$ cat src/rtl/gate_pkg.sv
// Shared types for the gate ALU pipeline: operation encoding and result flag bundle.
package gate_pkg;

  localparam int unsigned OP_W = 3;

  typedef enum logic [OP_W-1:0] {
    OP_AND    = 3'd0,
    OP_OR     = 3'd1,
    OP_XOR    = 3'd2,
    OP_NAND   = 3'd3,
    OP_NOR    = 3'd4,
    OP_XNOR   = 3'd5,
    OP_NOT_A  = 3'd6,
    OP_PASS_A = 3'd7
  } op_e;

  typedef struct packed {
    logic zero;
    logic all_ones;
    logic parity;
  } flags_t;

  localparam int unsigned FLAGS_W = $bits(flags_t);

endpackage

$ cat src/rtl/gate_pipe_reg.sv
// One valid/ready pipeline stage: payload register plus valid bit, loads on upstream handshake.
module gate_pipe_reg #(
  parameter int unsigned W = 8
) (
  input  logic         clk,
  input  logic         rst_n,
  input  logic         up_valid,
  output logic         up_ready_c,
  input  logic [W-1:0] up_data,
  output logic         dn_valid,
  input  logic         dn_ready,
  output logic [W-1:0] dn_data
);

  logic load_c;

  // Accept when empty or when the current beat leaves this same cycle.
  assign up_ready_c = !dn_valid || dn_ready;
  assign load_c     = up_valid && up_ready_c;

  always_ff @(posedge clk or negedge rst_n) begin
    if (!rst_n) begin
      dn_valid <= 1'b0;
      dn_data  <= '0;
    end else if (load_c) begin
      dn_valid <= 1'b1;
      dn_data  <= up_data;
    end else if (dn_ready) begin
      dn_valid <= 1'b0;
    end
  end

endmodule

$ cat src/rtl/gate_alu_pipe.sv
// Two-stage valid/ready bitwise logic unit with result flags and a saturating result counter.
module gate_alu_pipe
  import gate_pkg::*;
#(
  parameter int unsigned WIDTH = 8,
  parameter int unsigned CNT_W = 16
) (
  input  logic             clk,
  input  logic             rst_n,
  input  logic             in_valid,
  output logic             in_ready,
  input  logic [WIDTH-1:0] a,
  input  logic [WIDTH-1:0] b,
  input  logic [OP_W-1:0]  op,
  output logic             out_valid,
  input  logic             out_ready,
  output logic [WIDTH-1:0] y,
  output logic             y_zero,
  output logic             y_all_ones,
  output logic             y_parity,
  input  logic             cnt_clr,
  output logic [CNT_W-1:0] op_count
);

  localparam int unsigned S1_W = 2 * WIDTH + OP_W;
  localparam int unsigned S2_W = WIDTH + FLAGS_W;

  logic              s1_valid;
  logic [S1_W-1:0]   s1_q;
  logic              s2_ready_c;
  logic [WIDTH-1:0]  s1_a;
  logic [WIDTH-1:0]  s1_b;
  op_e               s1_op;
  logic [WIDTH-1:0]  y_c;
  flags_t            flags_c;
  logic [S2_W-1:0]   s2_q;
  flags_t            s2_flags;

  gate_pipe_reg #(.W(S1_W)) u_stage1 (
    .clk       (clk),
    .rst_n     (rst_n),
    .up_valid  (in_valid),
    .up_ready_c(in_ready),
    .up_data   ({a, b, op}),
    .dn_valid  (s1_valid),
    .dn_ready  (s2_ready_c),
    .dn_data   (s1_q)
  );

  assign s1_a  = s1_q[S1_W-1 -: WIDTH];
  assign s1_b  = s1_q[OP_W +: WIDTH];
  assign s1_op = op_e'(s1_q[OP_W-1:0]);

  // Operation decode on the stage-1 operands.
  always_comb begin
    y_c = '0;
    unique case (s1_op)
      OP_AND:    y_c = s1_a & s1_b;
      OP_OR:     y_c = s1_a | s1_b;
      OP_XOR:    y_c = s1_a ^ s1_b;
      OP_NAND:   y_c = ~(s1_a & s1_b);
      OP_NOR:    y_c = ~(s1_a | s1_b);
      OP_XNOR:   y_c = ~(s1_a ^ s1_b);
      OP_NOT_A:  y_c = ~s1_a;
      OP_PASS_A: y_c = s1_a;
    endcase
  end

  // Flags derive from the same-cycle result so they always match the registered y.
  always_comb begin
    flags_c          = '0;
    flags_c.zero     = ~|y_c;
    flags_c.all_ones = &y_c;
    flags_c.parity   = ^y_c;
  end

  gate_pipe_reg #(.W(S2_W)) u_stage2 (
    .clk       (clk),
    .rst_n     (rst_n),
    .up_valid  (s1_valid),
    .up_ready_c(s2_ready_c),
    .up_data   ({y_c, flags_c}),
    .dn_valid  (out_valid),
    .dn_ready  (out_ready),
    .dn_data   (s2_q)
  );

  assign {y, s2_flags} = s2_q;
  assign y_zero        = s2_flags.zero;
  assign y_all_ones    = s2_flags.all_ones;
  assign y_parity      = s2_flags.parity;

  // Completed-result counter; clear beats a coincident handshake, saturates at all ones.
  always_ff @(posedge clk or negedge rst_n) begin
    if (!rst_n) begin
      op_count <= '0;
    end else if (cnt_clr) begin
      op_count <= '0;
    end else if (out_valid && out_ready && (op_count != {CNT_W{1'b1}})) begin
      op_count <= op_count + CNT_W'(1);
    end
  end

endmodule

$ cat config.mk
export PLATFORM = sky130hd
export DESIGN_NAME = gate_alu_pipe
export DESIGN_NICKNAME = d
export VERILOG_FILES = /design/src/rtl/gate_pkg.sv /design/src/rtl/gate_pipe_reg.sv /design/src/rtl/gate_alu_pipe.sv
export SDC_FILE = /design/constraint.sdc
export NUM_CORES = 1
export LEC_CHECK = 0
export CAP_MARGIN = 20
export CORE_MARGIN = 2
export CORE_UTILIZATION = 40
export DETAILED_ROUTE_END_ITERATION = 10
export SLEW_MARGIN = 25
export SYNTH_ARGS = -nofsm -noshare
export SYNTH_HDL_FRONTEND = slang
export SYNTH_HIERARCHICAL = 1
export SYNTH_SLANG_ARGS = --single-unit
$ cat constraint.sdc
create_clock -name clk -period 5.3 [get_ports clk]
set_clock_uncertainty 0.1 [all_clocks]
set_input_delay 1.06 -clock clk [delete_from_list [all_inputs] [get_ports clk]]
set_output_delay 1.06 -clock clk [all_outputs]
set_load 0.02 [all_outputs]
==> results of run 1 <==
[synthesized netlist by cell type (3+ instances only)]
master	n
nand3_1	11
dfrtp_1	48
a21oi_1	18
ha_1	25
nor3_1	3
nor2_1	14
or4bb_1	4
o21ai_0	14
nand2_1	12
mux2_2	16
mux2_4	20
inv_1	23
mux2i_1	5
nand4_1	3
and4_1	4
a211oi_1	4
o211ai_1	5
o31ai_1	6
nor2b_1	6
buf_2	6
nand2b_1	8
clkbuf_1	7
xor2_1	6
or4_1	6
nor4_1	4
[worst max-delay path by stage]
stage / endpoint / depth (start not counted)
after floorplan: in_ready / 2
after global placement: in_ready / 4
after detailed placement: in_ready / 4
after CTS: in_ready / 4
after global routing: in_ready / 4
final: in_ready / 4
[power groups by stage]
stage	Combinational, mW	Clock, mW	Sequential, mW
6_report	0.536	0.210	0.486
5_1_grt	0.597	0.233	0.496
4_1_cts	0.539	0.219	0.487
3_5_place_dp	0.535	0	0.494
3_3_place_gp	0.524	0	0.492
2_1_floorplan	0.354	0	0.511
[through the flow]
stage          cells  utilization (%)  power, mW  setup slack, ps  cell area, um^2
3_5_place_dp     462             47.9       1.03             1660             3890
2_1_floorplan    320                -      0.865             2760             3330
5_1_grt          469             48.9       1.33             1600             3980
3_3_place_gp     462             47.8       1.02             1680             3890
4_1_cts          469             48.8       1.24             1660             3970
6_report         469             48.9       1.23             1670             3980
[cell type report]
class                           count  area [um^2]  area share (%)
Multi-Input combinational cell    232         1950            49.1
Inverter                           24         90.1            2.26
Timing Repair Buffer               53          526            13.2
Sequential cell                    48         1200            30.2
Tap cell                          105          131            3.30
Clock buffer                        6         72.6            1.82
Clock inverter                      1         5.00           0.126
[registers in the layout, summed over array words and instances (netlist names)]
| name | count |
|---|---|
| op_count | 16 |
| u_stage1/dn_data | 19 |
| u_stage1/dn_valid | 1 |
| u_stage2/dn_data | 11 |
| u_stage2/dn_valid | 1 |
[routing by layer]
metal / track usage, % / vias to the layer above
li1: - / 1257
met1: 21.8 / 1187
met2: 24.2 / 50
met3: 3.08 / 7
met5: 0 / -
met4: 4.11 / 0
[critical path, delay by kind of cell]
| kind | cells | cell delay [ps] |
|---|---|---|
| buf+inv | 2 | 1100 |
| simple gates | 2 | 310 |
[kinds of logic after synthesis]
kind of cell / Yosys count / share of synthesized area [%]
AND/OR/NAND/NOR: 90 / 17.4
AO/OA/AOI/OAI: 68 / 13.6
flip-flops: 48 / 36.1
multiplexers: 41 / 15.9
buffers and inverters: 40 / 5.56
adder cells (fa/ha/maj): 25 / 9.39
XOR/XNOR: 8 / 2.10
==> results.sh, run 1 <==
export IMPL_layout_nets=413
export IMPL_p_sw_share_pct=34.6
export IMPL_r2r_start="u_stage1/dn_data[1]"
export IMPL_hold_end="u_stage2/dn_data[4]"
export IMPL_intPower_mw=0.805
export IMPL_tightest_slew_ps=919
export IMPL_p_sw_mw=0.426
export IMPL_die_w_um=95.3
export IMPL_arrival_ps=2470
export IMPL_top_layer_used="met4"
export IMPL_route_met2_wl_um=2980
export IMPL_vias=2501
export IMPL_seq_area_frac_synth_pct=36.1
export IMPL_slowest_delay_ps=600
export IMPL_finalSetupViolCount=0
export IMPL_postRouteWirelength_um=6710
export IMPL_die_area_um2=9070
export IMPL_clk_path_buf_depth=2
export IMPL_cp_start_kind="input pin"
export IMPL_syn_num_nets=369
export IMPL_grt_pass1_vias=2346
export IMPL_ios=53
export IMPL_port_buffers=52
export IMPL_max_cap_violations=0
export IMPL_min_path_type="flip-flop to flip-flop"
export IMPL_yosysWarnings=6
export IMPL_yosys_area_top_type="dfrtp_1"
export IMPL_synthArstFlopShare_pct=100
export IMPL_cts_max_level=2
export IMPL_synthFlopType="dfrtp_1"
export IMPL_reg2reg_slack_ps=2220
export IMPL_period_share_pct=68.5
export IMPL_die_h_um=95.3
export IMPL_fill_cells=773
export IMPL_powerDensity_nw_per_um2=309
export IMPL_synth_distinct_cells=56
export IMPL_wl_per_cell_um=14.3
export IMPL_finalCriticalPeriod_ps=3630
export IMPL_p_leak_nw=1.75
export IMPL_cts_sinks=48
export IMPL_syn_area_um2=3330
export IMPL_firstDrtPassIters=4
export IMPL_wl_met3_um=248
export IMPL_yosysTopAreaCellShare_pct=36.1
export IMPL_hpwl_um=4800
export IMPL_cts_hold_buf=0
export IMPL_ant_nets=0
export IMPL_critPathMaxFanout=4
export IMPL_irDropWorstVdd_v=0.000130
export IMPL_synth_avg_cell_area_um2=10.4
export IMPL_clk_latency_ps=300
export IMPL_p_comb_share_pct=43.5
export IMPL_synth_edf_count=0
export IMPL_reg2reg_depth=8
export IMPL_rsz0062_at_grt="false"
export IMPL_final_common_cell="clkdlybuf4s50_1"
export IMPL_status="finished clean"
export IMPL_crit_type="input pin to output port"
export IMPL_grt_max_degree=49
export IMPL_root_buffer="clkbuf_8"
export IMPL_maxSlewViolCount=0
export IMPL_cts_clk_slew_worst_paths_ps=80
export IMPL_numCtsBuffers=5
export IMPL_gp_congestion=0.815
export IMPL_vias_per_cell=5.33
export IMPL_start_util_pct=40.9
export IMPL_hold_viol=0
export IMPL_slew_headroom_pct=38.7
export IMPL_ys_seq_elements=48
export IMPL_r2r_end="u_stage2/dn_data[0]"
export IMPL_cts_setup_buffers=0
export IMPL_grt_first_pass_wirelength_um=11200
export IMPL_min_delay_start="u_stage2/dn_data[4]"
export IMPL_netlist_top_cells_area="dfrtp_1, ha_1, mux2_4, mux2_2, a21oi_1"
export IMPL_critPathLaunch="out_ready"
export IMPL_endpoint_kind="output port"
export IMPL_ctsResizeCount=0
export IMPL_core_area_um2=8130
export IMPL_antenna_found_initial=0
export IMPL_layout_drive_gt1_share_pct=15.1
export IMPL_gr_total_overflow=0
export IMPL_wl_met1_um=3410
export IMPL_diodes=0
export IMPL_drtIter0Drc=178
export IMPL_num_rows=33
export IMPL_area_delta_synth_final_pct=19.5
export IMPL_synthCells=320
export IMPL_hold_depth=1
export IMPL_fmax_mhz=276
export IMPL_crit_path_cell_trace="clkdlybuf4s50_1 -> nand2b_4 -> nand2b_4 -> clkdlybuf4s50_1"
export IMPL_grtUsageTotal_pct=15.5
export IMPL_critical_path_required_ps=4140
export IMPL_drc=0
export IMPL_timing_hold_ws_ps=419
export IMPL_slowest_stage="clkdlybuf4s50_1"
export IMPL_p_seq_share_pct=39.5
export IMPL_pwr_share_clk_pct=17.0
export IMPL_fin_setup_tns_ps=0
export IMPL_cts_tree="yes"
export IMPL_final_cell_mix="clkdlybuf4s50_1, dfrtp_1, ha_1"
Power figures use the tool's default switching activity.
==> inputs of run 2 (changes only) <==
==> constraint.sdc (replaced) <==
create_clock -name clk -period 3.2 [get_ports clk]
set_clock_uncertainty 0.1 [all_clocks]
set_input_delay 0.64 -clock clk [delete_from_list [all_inputs] [get_ports clk]]
set_output_delay 0.64 -clock clk [all_outputs]
set_load 0.02 [all_outputs]
==> run 2 against run 1 <==
Sequential power up 65%. Global-route usage is 0.55 points higher. Cell count up 1.3%. Sequential cell count is the same. Clock power rose by 86%. Critical endpoint unchanged. Highest routed layer unchanged.
==> results.sh, run 2 (synthesis results as in run 1) <==
export IMPL_status="finished clean"
export IMPL_layout_drive_gt1_share_pct=16.8
export IMPL_regMostFlops="u_stage1/dn_data"
export IMPL_cp_start_kind="input pin"
export IMPL_numCtsBuffers=5
export IMPL_finalSetupViolCount=0
export IMPL_cts_hold_buf=0
export IMPL_crit_path_end="in_ready"
export IMPL_p_sw_share_pct=34.4
export IMPL_die_h_um=95.3
export IMPL_slowest_delay_ps=600
export IMPL_cp_top_family="buffers and inverters"
export IMPL_cp_depth=4
export IMPL_tightest_slew_ps=746
export IMPL_antenna_found_initial=0
export IMPL_slew_headroom_pct=50.1
export IMPL_vias_per_cell=5.31
export IMPL_ctsResizeCount=0
export IMPL_grt_first_pass_wirelength_um=11500
export IMPL_critPathLaunch="out_ready"
export IMPL_worst_path_buf_inv=2
export IMPL_intPower_mw=1.36
export IMPL_arrival_ps=2060
export IMPL_top_regs="u_stage1/dn_data: 19 flops, op_count: 16 flops, u_stage2/dn_data: 11 flops"
export IMPL_cts_setup_buffers=0
export IMPL_cts_max_level=2
export IMPL_ant_nets=0
export IMPL_crit_type="input pin to output port"
export IMPL_maxSlewViolCount=0
export IMPL_gr_total_overflow=0
export IMPL_gp_congestion=0.771
export IMPL_hpwl_um=5030
export IMPL_postRouteWirelength_um=6680
export IMPL_ios=53
export IMPL_grtUsageTotal_pct=16.0
export IMPL_grt_max_degree=26
export IMPL_fin_cells=475
export IMPL_vias=2520
export IMPL_p_seq_share_pct=38.6
export IMPL_p_sw_mw=0.715
export IMPL_pwr_share_clk_pct=18.8
export IMPL_fmax_mhz=358
export IMPL_firstDrtPassIters=4
export IMPL_drc=0
export IMPL_r2r_start="u_stage1/dn_data[11]"
export IMPL_start_util_pct=40.9
export IMPL_port_buffers=52
export IMPL_fill_cells=779
export IMPL_final_common_cell="clkdlybuf4s50_1"
export IMPL_r2r_end="u_stage2/dn_data[0]"
export IMPL_min_path_type="input pin to asynchronous set/reset pin"
export IMPL_fin_setup_tns_ps=0
export IMPL_p_leak_nw=1.75
export IMPL_multi_input_area_um2=1940
export IMPL_period_share_pct=87.4
export IMPL_crit_path_cell_trace="clkdlybuf4s50_1 -> nand2b_4 -> nand2b_4 -> clkdlybuf4s50_1"
export IMPL_cts_clk_slew_worst_paths_ps=100
export IMPL_slowest_stage="clkdlybuf4s50_1"
export IMPL_powerDensity_nw_per_um2=516
export IMPL_layout_nets=418
export IMPL_reg2reg_depth=10
export IMPL_critical_path_required_ps=2460
export IMPL_critPathMaxFanout=4
export IMPL_num_rows=33
export IMPL_clk_path_buf_depth=2
export IMPL_reg2reg_slack_ps=540
export IMPL_core_area_um2=8130
export IMPL_drtIter0Drc=122
export IMPL_cts_tree="yes"
export IMPL_endpoint_kind="output port"
export IMPL_final_cell_mix="clkdlybuf4s50_1, dfrtp_1, ha_1"
export IMPL_die_area_um2=9070
export IMPL_grt_pass1_vias=2372
export IMPL_hold_viol=0
export IMPL_seqCellArea_um2=1200
export IMPL_max_cap_violations=0
export IMPL_root_buffer="clkbuf_8"
export IMPL_cts_sinks=48
export IMPL_rsz0062_at_grt="false"
export IMPL_dp_cells=467
export IMPL_largest_reg_flops=19
export IMPL_clk_latency_ps=310
export IMPL_area_delta_synth_final_pct=20.8
export IMPL_wl_per_cell_um=14.1
export IMPL_irDropWorstVdd_v=0.000204
export IMPL_die_w_um=95.3
export IMPL_p_comb_share_pct=42.6
export IMPL_finalCriticalPeriod_ps=2800
export IMPL_diodes=0
-- run 2: cell types whose count changed in the layout (fill, tap and decap cells not counted) --
cell / delta
clkinv_2: -1
nor4_2: +1
nor4_4: -1
buf_4: +4
clkbuf_8: +1
clkinvlp_4: +2
buf_2: +1
clkbuf_1: -1
-- run 2: layer usage --
layer	up-vias	wire length [um]	track usage, %	part of all wire [%]
met4	0	43	3.26	0.64
met1	1199	3360	22.9	50
li1	1270	-	-	-
met2	45	3020	25.1	45
met3	6	262	3.32	3.9
met5	-	0	0	0
-- run 2: worst register-to-register path, stage by stage, from the launching register on --
cell,delay (ps)
dfrtp_1,410
inv_1,60
ha_1,280
or4bb_1,480
o211ai_1,120
a31o_2,150
o41ai_1,90
ha_1,320
xor2_1,170
xnor2_1,120
mux2_4,260
-- run 2: how the worst min path moves through the flow --
stage                            to  slack, ps  depth (start not counted)
3_5_place_dp   u_stage2/dn_data[10]        410                          1
6_report               op_count[15]        200                          1
4_1_cts                op_count[12]        220                          1
5_1_grt                op_count[13]        240                          1
3_3_place_gp   u_stage2/dn_data[10]        400                          1
2_1_floorplan           op_count[0]        240                          0
-- run 2: layout make-up --
cell class | count | share of cell area, %
clock buffer | 6 | 2.05
clock inverter | 2 | 0.373
inverter | 24 | 2.24
multi-input combinational | 232 | 48.3
sequential | 48 | 29.8
tap | 105 | 3.26
timing repair buffer | 58 | 13.9
-- run 2: power by group through the flow --
| stage | clock [mW] | combinational (mW) | sequential (mW) |
|---|---|---|---|
| final | 0.391 | 0.885 | 0.801 |
| after CTS | 0.409 | 0.898 | 0.801 |
| after floorplan | 0 | 0.586 | 0.846 |
| after global placement | 0 | 0.877 | 0.810 |
| after detailed placement | 0 | 0.895 | 0.812 |
| after global routing | 0.437 | 0.988 | 0.816 |
-- run 2: stage by stage --
stage,area (um^2),utilization (%),hold slack (ps),setup slack (ps),total power [mW]
CTS,4030,49.5,219,391,2.11
global placement,3930,48.3,403,415,1.69
detailed placement,3930,48.3,406,401,1.71
finish,4030,49.5,205,403,2.08
floorplan,3330,-,244,702,1.43
global route,4030,49.5,238,327,2.24
==> inputs of run 3 (changes only) <==
--- a/config.mk
+++ b/config.mk
@@ -9,6 +9,7 @@
 export CORE_MARGIN = 2
 export CORE_UTILIZATION = 40
 export DETAILED_ROUTE_END_ITERATION = 10
+export PLACE_DENSITY_LB_ADDON = 0.2
 export SLEW_MARGIN = 25
 export SYNTH_ARGS = -nofsm -noshare
 export SYNTH_HDL_FRONTEND = slang
==> run 3 against run 2 <==
Design area is essentially flat. Die area is the same. Total power is essentially flat. Sequential share of layout area is essentially flat. Critical path type unchanged. Critical path depth is the same.
==> results.sh, run 3 (synthesis results as in run 1) <==
export IMPL_drtIter0Drc=116
export IMPL_vias=2524
export IMPL_firstDrtPassIters=6
export IMPL_hpwl_um=5000
export IMPL_fin_setup_tns_ps=0
export IMPL_rsz0062_at_grt="false"
export IMPL_crit_path_cell_trace="clkdlybuf4s50_1 -> nand2b_4 -> nand2b_4 -> clkdlybuf4s50_1"
export IMPL_diodes=0
export IMPL_die_w_um=95.3
export IMPL_fin_util_pct=49.4
export IMPL_cts_clk_slew_worst_paths_ps=100
export IMPL_powerDensity_nw_per_um2=516
export IMPL_maxSlewViolCount=0
export IMPL_placed_area_um2=3930
export IMPL_min_path_type="input pin to asynchronous set/reset pin"
export IMPL_area_delta_synth_final_pct=20.7
export IMPL_largest_reg_flops=19
export IMPL_pre_cts_slack_ps=402
export IMPL_design_area_um2=4020
export IMPL_fin_cells=475
export IMPL_p_comb_share_pct=43.4
export IMPL_critPathMaxFanout=4
export IMPL_intPower_mw=1.36
export IMPL_finalPower_mw=2.08
export IMPL_gp_congestion=0.798
export IMPL_finalSetupViolCount=0
export IMPL_gr_total_overflow=0
export IMPL_seqCellArea_um2=1200
export IMPL_cts_tree="yes"
export IMPL_finalCriticalPeriod_ps=2790
export IMPL_period_share_pct=87.3
export IMPL_die_h_um=95.3
export IMPL_ios=53
export IMPL_cts_setup_buffers=0
export IMPL_p_seq_share_pct=38.0
export IMPL_ctsResizeCount=0
export IMPL_fin_ws_ps=405
export IMPL_grt_first_pass_wirelength_um=11000
export IMPL_slowest_delay_ps=600
export IMPL_multi_input_area_um2=1940
export IMPL_port_buffers=52
export IMPL_status="finished clean"
export IMPL_pwr_share_clk_pct=18.5
export IMPL_clk_latency_ps=300
export IMPL_regMostFlops="u_stage1/dn_data"
export IMPL_root_buffer="clkbuf_8"
export IMPL_critical_path_required_ps=2460
export IMPL_fill_cells=770
export IMPL_start_util_pct=40.9
export IMPL_crit_type="input pin to output port"
export IMPL_grtUsageTotal_pct=15.5
export IMPL_endpoint_kind="output port"
export IMPL_cp_start_kind="input pin"
export IMPL_max_cap_violations=0
export IMPL_p_sw_mw=0.711
export IMPL_worst_path_buf_inv=2
export IMPL_vias_per_cell=5.31
export IMPL_hold_viol=0
export IMPL_p_sw_share_pct=34.2
export IMPL_tightest_slew_ps=726
export IMPL_slew_headroom_pct=51.5
export IMPL_irDropWorstVdd_v=0.000185
export IMPL_num_rows=33
export IMPL_numCtsBuffers=5
export IMPL_ant_nets=0
export IMPL_drc=0
export IMPL_antenna_found_initial=0
export IMPL_dp_cells=467
export IMPL_slowest_stage="clkdlybuf4s50_1"
export IMPL_cts_max_level=2
export IMPL_core_area_um2=8130
export IMPL_final_common_cell="clkdlybuf4s50_1"
export IMPL_final_cell_mix="clkdlybuf4s50_1, dfrtp_1, ha_1"
export IMPL_cp_top_family="buffers and inverters"
export IMPL_cts_hold_buf=0
export IMPL_p_leak_nw=1.76
export IMPL_arrival_ps=2050
export IMPL_die_area_um2=9070
export IMPL_postRouteWirelength_um=6650
export IMPL_layout_nets=418
export IMPL_fmax_mhz=358
export IMPL_layout_drive_gt1_share_pct=16.5
export IMPL_timing_hold_ws_ps=203
export IMPL_clk_path_buf_depth=2
export IMPL_grt_pass1_vias=2273
export IMPL_cts_sinks=48
export IMPL_wl_per_cell_um=14.0
export IMPL_top_regs="u_stage1/dn_data: 19 flops, op_count: 16 flops, u_stage2/dn_data: 11 flops"
export IMPL_grt_max_degree=27
==> run 3: cell types whose count changed in the layout (fill, tap and decap cells not counted) <==
cell / delta
clkbuf_1: +1
clkinvlp_4: -1
==> run 3: metal layers <==
metal / track usage (%) / wire length (um) / up-vias
li1: - / - / 1273
met1: 22.2 / 3460 / 1204
met2: 24.1 / 2920 / 43
met3: 3.16 / 231 / 4
met4: 3.62 / 46 / 0
met5: 0 / 0 / -
==> run 3: worst paths after layout <==
check	endpoint	from	slack [ps]	cells past startpoint
max	in_ready	out_ready	410	4
min	op_count[15]	rst_n	200	1
max reg2reg	u_stage2/dn_data[0]	u_stage1/dn_data[2]	500	8
min reg2reg	u_stage2/dn_data[10]	u_stage2/dn_data[10]	420	1
max in group asynchronous	u_stage1/dn_data[13]	rst_n	2040	2
min in group clk	u_stage2/dn_data[10]	u_stage2/dn_data[10]	420	1
==> run 3: power by group through the flow <==
stage / registers (mW) / logic [mW] / clock network [mW]
global route: 0.808 / 0.995 / 0.427
global placement: 0.801 / 0.887 / 0
finish: 0.789 / 0.902 / 0.385
detailed placement: 0.804 / 0.908 / 0
CTS: 0.791 / 0.911 / 0.403
floorplan: 0.846 / 0.586 / 0
==> run 3: area by class of cell <==
cell class | count | area share [%]
clock buffer | 7 | 2.15
clock inverter | 1 | 0.187
sequential | 48 | 29.9
multi-input combinational | 232 | 48.4
timing repair buffer | 58 | 13.9
inverter | 24 | 2.24
tap | 105 | 3.27
==> edit, RTL diff (settings of run 3) <==
Set the parameter `WIDTH` to 9 (it was 8).
--- a/src/rtl/gate_alu_pipe.sv
+++ b/src/rtl/gate_alu_pipe.sv
@@ -2,7 +2,7 @@
 module gate_alu_pipe
   import gate_pkg::*;
 #(
-  parameter int unsigned WIDTH = 8,
+  parameter int unsigned WIDTH = 9,
   parameter int unsigned CNT_W = 16
 ) (
   input  logic             clk,
Interface: changed (resized a, b and y); port bits go from 53 to 56. The function was not compared with the original's and may differ.
==> edit against run 3 <==
Synthesized cell count increased by 11%. Area after synthesis increased by 9.4%. Worst setup slack got worse by 0.075 ns. Sequential cell count increased by 3. Wire length increased by 13%. Cell count increased by 7.8%. Combinational power increased by 22%. Final area increased by 7.9%. Non-clock buffer count increased by 3. Power increased by 15%. Critical path type is now register to register. Critical endpoint is now u_stage2/dn_data[0]. Largest power group unchanged.
==> edit: results <==
group,metric,value,unit
power,p_int,0.001574,W
timing,tightestPinTransition,0.8134,ns
timing,hold_ws,0.3280,ns
logic_synthesis,yosysWarnings,6,
global_route,grt_util_all_layers,16.41,%
power,comb-power,0.00110,W
setup_path,crit_type,"register to register",
logic_synthesis,yosysSeqAreaShare,35.04,%
logic_synthesis,synth_edf_count,0,
drt,drtIter0Drc,102,
setup_path,crit_arrival,2.97,ns
drt,via_per_inst,5.439,
setup_path,crit_fanout,37,
setup_path,crit_path_end,"u_stage2/dn_data[0]",
logic_synthesis,synthCells,354,
outcome,status,"completed",
global_route,grt_pass1_wl,13240,um
drt,firstDrtPassIters,4,
final_layout,drive_gt1_share,15.59,%
logic_synthesis,syn_nets,407,
placement,dpl_cell_area,4238,sq um
power,p_leak,1.924,nW
setup_path,r2r_slack,0.33,ns
final_layout,reg_top3,"u_stage1/dn_data x21, op_count x16, u_stage2/dn_data x12",
final_layout,nNetsFinal,457,
timing,fin_crit_sh,89.68,%
final_layout,layout.area.seq,1276,sq um
placement,hpwl,5535,um
logic_synthesis,async_reset_ff_share,100.0,%
setup_path,r2r.worst_path.cells,10,
placement,post-place-ws,0.3467,ns
setup_path,crit_slowest_cell,"dfrtp_1",
placement,gp_congestion,0.8327,
clock_tree,clockRootBuffer,"clkbuf_8",
logic_synthesis,synth.top_cells.by_count,"51 x dfrtp_1, 30 x mux2_4, 27 x ha_1",
power,p_switching,0.0008156,W
final_layout,filler_cell_count,787,
placement,dp.cells,505,
power,ir_drop,0.2382,mV
drt,wirelength,7543,um
setup_path,cp_slowest_stage_delay,0.36,ns
logic_synthesis,synthTopCellsByArea,"dfrtp_1 35%, mux2_4 12%, ha_1 9.3%",
setup_path,timing.rr.start,"u_stage1/dn_data[0]",
placement,io_buffer_count,55,
logic_synthesis,ys_types,61,
global_route,grt_max_degree,52,
drt,vias,2785,
[edit: cell count changes after synthesis, moves of 4 or more]
cell,delta
xnor2_1,+6
or4bb_1,-4
nor2_1,+4
nand3_1,-6
nand4_1,+4
mux2_4,+10
a21oi_1,+5
nor2b_1,+4
mux2_2,-7
nand2_1,+4
mux2i_1,-4
[edit: logic make-up after synthesis]
group,count (synthesis),synth area share [%]
simple gates,102,16.63
compound gates,82,14.53
fa+ha+maj,27,9.275
flops,51,35.04
xor+xnor,11,2.645
mux,41,16.04
buf+inv,40,5.840
[edit: cell type report]
cell class              count  share of cell area (%)
clock buffers               6                   1.672
clock inverters             1                  0.6918
inverters                  22                   1.903
multi-input cells         263                   49.61
flip-flops and latches     51                   29.40
well taps                 108                   3.113
repair buffers             61                   13.61
[edit: per-layer routing]
metal	track usage, %	vias to the layer above	routed length, um
li1	-	1376	-
met1	22.30	1333	3598
met2	27.29	71	3457
met3	3.022	5	411
met4	3.793	0	74
met5	0	-	0
